===== src/rtl/mux3_rr_sel_pkg.sv =====
// Shared select codes, FSM state type and grant-to-select decode for mux3_rr_sel.
package mux3_rr_sel_pkg;

  localparam logic [1:0] SEL_I0 = 2'b00;
  localparam logic [1:0] SEL_I1 = 2'b01;
  localparam logic [1:0] SEL_I2 = 2'b10;

  typedef enum logic {ST_IDLE, ST_GRANT} state_e;

  // An all-zero grant decodes to SEL_I0.
  function automatic logic [1:0] onehot3_to_sel(input logic [2:0] oh);
    if (oh[2]) return SEL_I2;
    if (oh[1]) return SEL_I1;
    return SEL_I0;
  endfunction

endpackage


===== src/rtl/mux3_rr_sel_rr_pick3.sv =====
// Combinational 3-way round-robin picker: the first requester at or after ptr, cyclically.
module rr_pick3 (
  input  logic [2:0] req,
  input  logic [1:0] ptr,
  output logic [2:0] winner,
  output logic       any_req
);

  logic [2:0] idx;
  logic       found;

  always_comb begin
    winner = 3'b000;
    found  = 1'b0;
    idx    = 3'd0;
    for (int i = 0; i < 3; i++) begin
      idx = {1'b0, ptr} + 3'(i);
      if (idx >= 3'd3) idx = idx - 3'd3;
      if (!found && req[idx[1:0]]) begin
        winner[idx[1:0]] = 1'b1;
        found            = 1'b1;
      end
    end
  end

  assign any_req = |req;

endmodule


===== src/rtl/mux3_rr_sel.sv =====
// Round-robin select generator for a 3:1 mux with bounded grant bursts.
// Optional macro MUX3_RR_SEL_PARK_EN: hold the last grantee's select code while idle.
module mux3_rr_sel
  import mux3_rr_sel_pkg::*;
#(
  parameter int unsigned HOLD_CYCLES = 4,
  parameter int unsigned CNT_W       = 4
) (
  input  logic       clk,
  input  logic       rst,
  input  logic [2:0] req,
  output logic       s0,
  output logic       s1,
  output logic [2:0] gnt,
  output logic       busy,
  output logic       done
);

  localparam logic [CNT_W-1:0] CntLast = CNT_W'(HOLD_CYCLES - 1);

  state_e           state_q, state_d;
  logic [2:0]       gnt_q, gnt_d;
  logic [CNT_W-1:0] cnt_q, cnt_d;
  logic [1:0]       ptr_q, ptr_d;
  logic [1:0]       sel_q, sel_d;
  logic             busy_q, busy_d;
  logic             done_q, done_d;

  logic [1:0] cur_sel, ptr_adv, arb_ptr;
  logic [2:0] winner;
  logic       any_req, grant_held, full_end, early_end;

  rr_pick3 u_pick (
    .req    (req),
    .ptr    (arb_ptr),
    .winner (winner),
    .any_req(any_req)
  );

  always_comb begin
    cur_sel    = onehot3_to_sel(gnt_q);
    grant_held = |(req & gnt_q);
    full_end   = (cnt_q == CntLast);
    ptr_adv    = (cur_sel == SEL_I2) ? 2'd0 : cur_sel + 2'd1;
    // When a grant ends, arbitration already uses the advanced pointer.
    arb_ptr    = (state_q == ST_GRANT) ? ptr_adv : ptr_q;

    state_d   = state_q;
    gnt_d     = gnt_q;
    cnt_d     = cnt_q;
    ptr_d     = ptr_q;
    early_end = 1'b0;

    case (state_q)
      ST_IDLE: begin
        if (any_req) begin
          state_d = ST_GRANT;
          gnt_d   = winner;
          cnt_d   = '0;
        end
      end
      ST_GRANT: begin
        if (grant_held && !full_end) begin
          cnt_d = cnt_q + CNT_W'(1);
        end else begin
          ptr_d     = ptr_adv;
          early_end = !full_end;
          cnt_d     = '0;
          if (any_req) begin
            gnt_d = winner;
          end else begin
            state_d = ST_IDLE;
            gnt_d   = 3'b000;
          end
        end
      end
      default: begin
        state_d = ST_IDLE;
        gnt_d   = 3'b000;
        cnt_d   = '0;
      end
    endcase

    busy_d = (state_d == ST_GRANT);
    // Full-length bursts flag done in their last held cycle; early releases flag it one late.
    done_d = ((state_d == ST_GRANT) && (cnt_d == CntLast)) || early_end;

`ifdef MUX3_RR_SEL_PARK_EN
    sel_d = (state_d == ST_GRANT) ? onehot3_to_sel(gnt_d) : sel_q;
`else
    sel_d = onehot3_to_sel(gnt_d);
`endif
  end

  always_ff @(posedge clk) begin
    if (rst) begin
      state_q <= ST_IDLE;
      gnt_q   <= 3'b000;
      cnt_q   <= '0;
      ptr_q   <= 2'd0;
      sel_q   <= SEL_I0;
      busy_q  <= 1'b0;
      done_q  <= 1'b0;
    end else begin
      state_q <= state_d;
      gnt_q   <= gnt_d;
      cnt_q   <= cnt_d;
      ptr_q   <= ptr_d;
      sel_q   <= sel_d;
      busy_q  <= busy_d;
      done_q  <= done_d;
    end
  end

  assign gnt  = gnt_q;
  assign s1   = sel_q[1];
  assign s0   = sel_q[0];
  assign busy = busy_q;
  assign done = done_q;

endmodule


===== config.mk =====
export PLATFORM = sky130hd
export DESIGN_NAME = mux3_rr_sel
export DESIGN_NICKNAME = d
export VERILOG_FILES = /design/src/rtl/mux3_rr_sel_pkg.sv /design/src/rtl/mux3_rr_sel_rr_pick3.sv /design/src/rtl/mux3_rr_sel.sv
export SDC_FILE = /design/constraint.sdc
export NUM_CORES = 1
export LEC_CHECK = 0
export BUFFER_PORTS_ARGS = -buffer_cell sky130_fd_sc_hd__clkbuf_2
export CORE_MARGIN = 2
export CORE_UTILIZATION = 40
export CTS_CLUSTER_DIAMETER = 30
export CTS_CLUSTER_SIZE = 25
export DETAILED_ROUTE_END_ITERATION = 10
export PLACE_DENSITY = 0.56
export SLEW_MARGIN = 20
export SYNTH_ARGS = -nofsm -noshare
export SYNTH_HDL_FRONTEND = slang
export SYNTH_HIERARCHICAL = 1
export SYNTH_SLANG_ARGS = --single-unit

===== constraint.sdc =====
create_clock -name clk -period 3.8 [get_ports clk]
set_input_delay 0 -clock clk [delete_from_list [all_inputs] [get_ports clk]]
set_output_delay 0 -clock clk [all_outputs]
set_load 0.01 [all_outputs]

== Word-level counts from Yosys, hierarchy flattened ==
Cells that the tools add are included.

* Register bits after elaboration: 13
* Input port bits: 5
* Word-level logic and storage cells: 96

* Add/subtract/negate cells: 7
* Order comparisons: 9
* Equality and inequality tests: 5
* Muxes and demuxes: 48
* Bitwise operators: 5
* Reduce and logical (&&, ||, !) cells: 15

{| class="wikitable"
|+ Operators with widths
! operator !! number
|-
| 2-bit two-way mux || 13
|-
| 1-bit two-way mux || 18
|-
| 3-bit two-way mux || 6
|-
| 2-bit by 3-bit < comparator with 1-bit output (second input constant) || 3
|-
| 4-bit by 2-bit == test with 1-bit output (second input constant) || 2
|-
| 4-bit two-way mux || 2
|-
| 4-bit one-hot mux with 2 select lines || 1
|-
| 1-bit logical AND || 7
|-
| 1-bit binary-select mux with 2-bit select || 3
|-
| 1-bit demux with 2-bit select || 3
|-
| 2-bit by 1-bit >= comparator with 1-bit output (second input constant) || 3
|-
| 3-bit by 2-bit >= comparator with 1-bit output (second input constant) || 2
|-
| 3-bit bitwise OR || 2
|-
| 3-bit one-hot mux with 2 select lines || 1
|-
| 3-bit OR reduction || 2
|-
| 2-bit subtractor (second input constant) || 3
|-
| 4-bit by 1-bit adder with 4-bit output (second input constant) || 1
|-
| 2-bit inequality test (second input constant) || 2
|-
| 2-bit AND reduction || 2
|-
| 2-bit by 1-bit adder with 3-bit output (second input constant) || 1
|-
| 2-bit by 2-bit adder with 3-bit output (second input constant) || 1
|-
| 3-bit AND || 1
|-
| 1-bit logical NOT || 3
|-
| 2-bit by 1-bit adder with 2-bit output (second input constant) || 1
|-
| other kinds (5) || 6
|}

== Logic depth before layout (Yosys ltp) ==
* Depth in word-level cells: 25
* Mapped depth: 12
* Mapped depth without buffers: 11

== By module ==
The synthesis kept the hierarchy.

{| class="wikitable"
|+ Modules (own cells, without submodules)
! module !! instances !! cells an instance !! area an instance (sq um) !! sequential area each (sq um)
|-
| mux3_rr_sel || 1 || 68 || 611.8 || 240.2
|-
| rr_pick3 || 1 || 35 || 265.3 || 0.0
|}

== Least setup slack after synthesis ==
OpenSTA, ideal clock, no wires.

* Path kind: flip-flop to flip-flop
* From: register busy (netlist name)
* To: register sel_q[0]
* Arrival: 2331 ps
* Path slack: 1410 ps
* Stages on the path, launching flop included: 11
* Path buffers: 1
* Cells stage by stage: dfxtp_1 buf_2 mux2_2 ha_1 inv_2 or3_4 a21oi_2 a22o_1 nand3_1 a21oi_2 and2_1

{| class="wikitable"
|+ RTL lines
! item !! line !! source
|-
| end signal: assignment || mux3_rr_sel.sv:109 || <nowiki>sel_q <= sel_d;</nowiki>
|-
| end: declaration || mux3_rr_sel.sv:25 || <nowiki>logic [1:0] sel_q, sel_d;</nowiki>
|}

==> summary.md <==
| Metric | Value |
|---|---|
| Port bufs | 11 |
| I/O Pins | 12 |
| Clock slew at reported path FFs | 0.08 ns |
| GR Util met3 | 0.04094 |
| Synth top area cells | dfxtp_1 (27%), nor2_1 (7.3%), ha_1 (7.1%), a21oi_1 (4.6%), mux2_2 (3.9%) |
| Most common cell in the synthesized netlist | nor2_1 |
| RSZ-0062 raised after global routing | no |
| Worst min-delay path category | in2reg |
| WS Path Type | reg2reg |
| TritonRoute pass-1 iters | 4 |
| Post-Syn Area | 877.1 µm² |
| Initial antenna violation count | 0 |
| GR met1 Demand/Resource | 0.1917 |
| Minimum clock period | 2.603 ns |
| Layout cells sized above 1 | 0.2232 |
| CTS root buf | clkbuf_4 |
| # hold bufs at CTS | 0 |
| Latest clock arrival within the worst-skew pair | 0.28 ns |
| CTS max path bufs | 2 |
| Slew Limit Fails | 0 |
| Post-layout util | 0.4734 |
| Clock Skews | 0.004236 ns |
| Pwr dens | 438.3 mW/mm² |
| Overall routing resource usage | 0.1604 |
| Post-CTS resize count | 0 |
| Setup violators final | 0 |
| Via count | 800 |
| Yosys warns | 6 |
| Tcrit/Tclk final | 0.6849 |
| Critical Path RT | 4.02 ns |
| Antenna cells | 0 |
| GP Congestion | 0.9209 |
| Post-synth cell types | 39 |
| Critical path arrival | 2.83 ns |
| Die ar. | 0.002583 mm² |
| GR peak layer | met2 |
| Final hold slack | 0.1114 ns |
| Worst Setup Start Kind | flop |
| Vias in the first global route | 757 |
| Top_reg_cell synth | dfxtp_1 |
| DP HPWL | 1396 µm |
| Starting DRT DRC Count | 16 |
| Post-Syn Area per Cell | 8.515 µm² |
| Max Cap Viol | 0 |
| Reg-to-Reg Start | busy |
| Cell taking the most area after synthesis | dfxtp_1 |
| Post-CTS Setup Bufs | 0 |
| Peak VDD IR | 258.5 µV |
| Final-stage net count | 123 |
| CTS tree | done |
| Initial Util | 0.4338 |
| Max transition margin | 0.5335 |
| Synthesized instance count | 103 |
| Routed Wire Length | 1880 µm |
| Area growth syn-to-layout | 9.130% |
| TNS Setup | 0 ns |
| Critical Path Sink Type | flop |
| Critical Path Start | busy |
| Syn nets | 113 |
| Remaining antenna violation count after routing | 0 |
| Static leakage | 0.3904 nW |
| Sequential-to-total area share from yosys stat | 0.2739 |
| Post-synthesis async set-or-reset flop share | 0 |
| Worst-path fanout max | 11 |
| # DRC | 0 |
| First-pass GRT wire length | 3215 µm |
| WL/cell | 13.53 µm |
| Area of the core | 0.002022 mm² |
| Largest net degree at the start of global routing | 14 |
| Top cell type's share of synthesized area | 0.2739 |
| Post-synth top cells | nor2_1 (17), dfxtp_1 (12), a21oi_1 (8) |
| Maximum clock frequency | 384.2 MHz |
| Min-Delay Startpoint | rst |
| Chip Height | 50.83 µm |
| Vias per cell | 5.755 |
| Number of synthesized flops with an enable pin | 0 |
| Cell row count | 16 |
| Seq cells post-synth | 12 |
| Chip width | 50.83 µm |
| H-tree depth | 1 |
| Outcome | finished, final reports clean |
| Worst Tran Pin Value | 0.6998 ns |
| Grt ovf | 0 |
| TritonCTS Buffers | 3 |
| Final Hold Viols | 0 |
| GR Util met2 | 0.2741 |
| TritonCTS Sinks | 12 |
## layer usage
layer | routed length, µm | vias to the layer above
li1 | - | 401
met1 | 869 | 369
met2 | 903 | 24
met3 | 83 | 6
met4 | 23 | 0
met5 | 0 | -
## final timing paths
| check | endpoint | depth (start not counted) | slack, ns |
|---|---|---|---|
| worst max register to register | sel_q[0] | 9 | 1.20 |
| worst min-delay path | cnt_q[0] | 2 | 0.11 |
| worst max-delay path | sel_q[0] | 9 | 1.20 |
| worst min register to register | ptr_q[0] | 2 | 0.52 |
## where the power goes
| part | switching [W] | leakage [nW] | total (W) | internal (W) |
|---|---|---|---|---|
| logic | 0.0000921 | 0.271 | 0.000165 | 0.0000731 |
| clock network | 0.0000446 | 0.0210 | 0.000103 | 0.0000583 |
| registers | 0.0000129 | 0.0981 | 0.000151 | 0.000138 |
| total | 0.000150 | 0.390 | 0.000420 | 0.000270 |
## registers in the layout, indices dropped and copies added (netlist names)
register / flops
busy: 1
cnt_q: 4
done: 1
gnt: 2
ptr_q: 2
sel_q: 2
## per-stage QoR
step	setup slack (ns)	power (W)	instances	instance area [µm²]
6_report	1.197	0.0004196	139	957.2
2_1_floorplan	1.410	0.0002896	103	877.1
4_1_cts	1.183	0.0004224	139	957.2
3_3_place_gp	1.223	0.0003181	135	920.9
3_5_place_dp	1.214	0.0003168	135	920.9
5_1_grt	1.044	0.0004502	139	957.2
## cells in the final DEF, fill, tap and decap left out, drive strengths merged, types with 2 or more instances in the layout
cell type	n
and2	2
o22ai	3
clkbuf	15
nor3	2
nand2b	3
dfxtp	12
nand3	5
nor2	17
a21oi	10
o21ai	3
a22oi	3
mux2i	3
ha	5
inv	6
nor3b	2
a32oi	2
a221o	2
mux2	3
a22o	2
## critical path, stage by stage (launching register included)
cell and delay [ns]:
dfxtp_1 0.52, mux2_2 0.41, ha_1 0.40, inv_2 0.09
or3_4 0.39, a21oi_2 0.16, a22o_1 0.16, nand3_1 0.09
a21oi_2 0.19, and2_1 0.14
## cell families after synthesis
kind of cell / Yosys count / synth area share
AO/OA/AOI/OAI: 31 / 0.2739
XOR/XNOR: 1 / 0.009988
adder cells (fa/ha/maj): 5 / 0.07133
buffers and inverters: 12 / 0.07703
flip-flops: 12 / 0.2739
multiplexers: 6 / 0.07275
AND/OR/NAND/NOR: 36 / 0.2211
## cell type report
type,instances,area [µm²]
Timing Repair Buffer,11,55.05
Fill cell,208,1065
Clock buffer,4,36.28
Multi-Input combinational cell,79,569.3
Sequential cell,12,240.2
Inverter,6,22.52
Tap cell,27,33.78
Power figures use the tool's default switching activity.
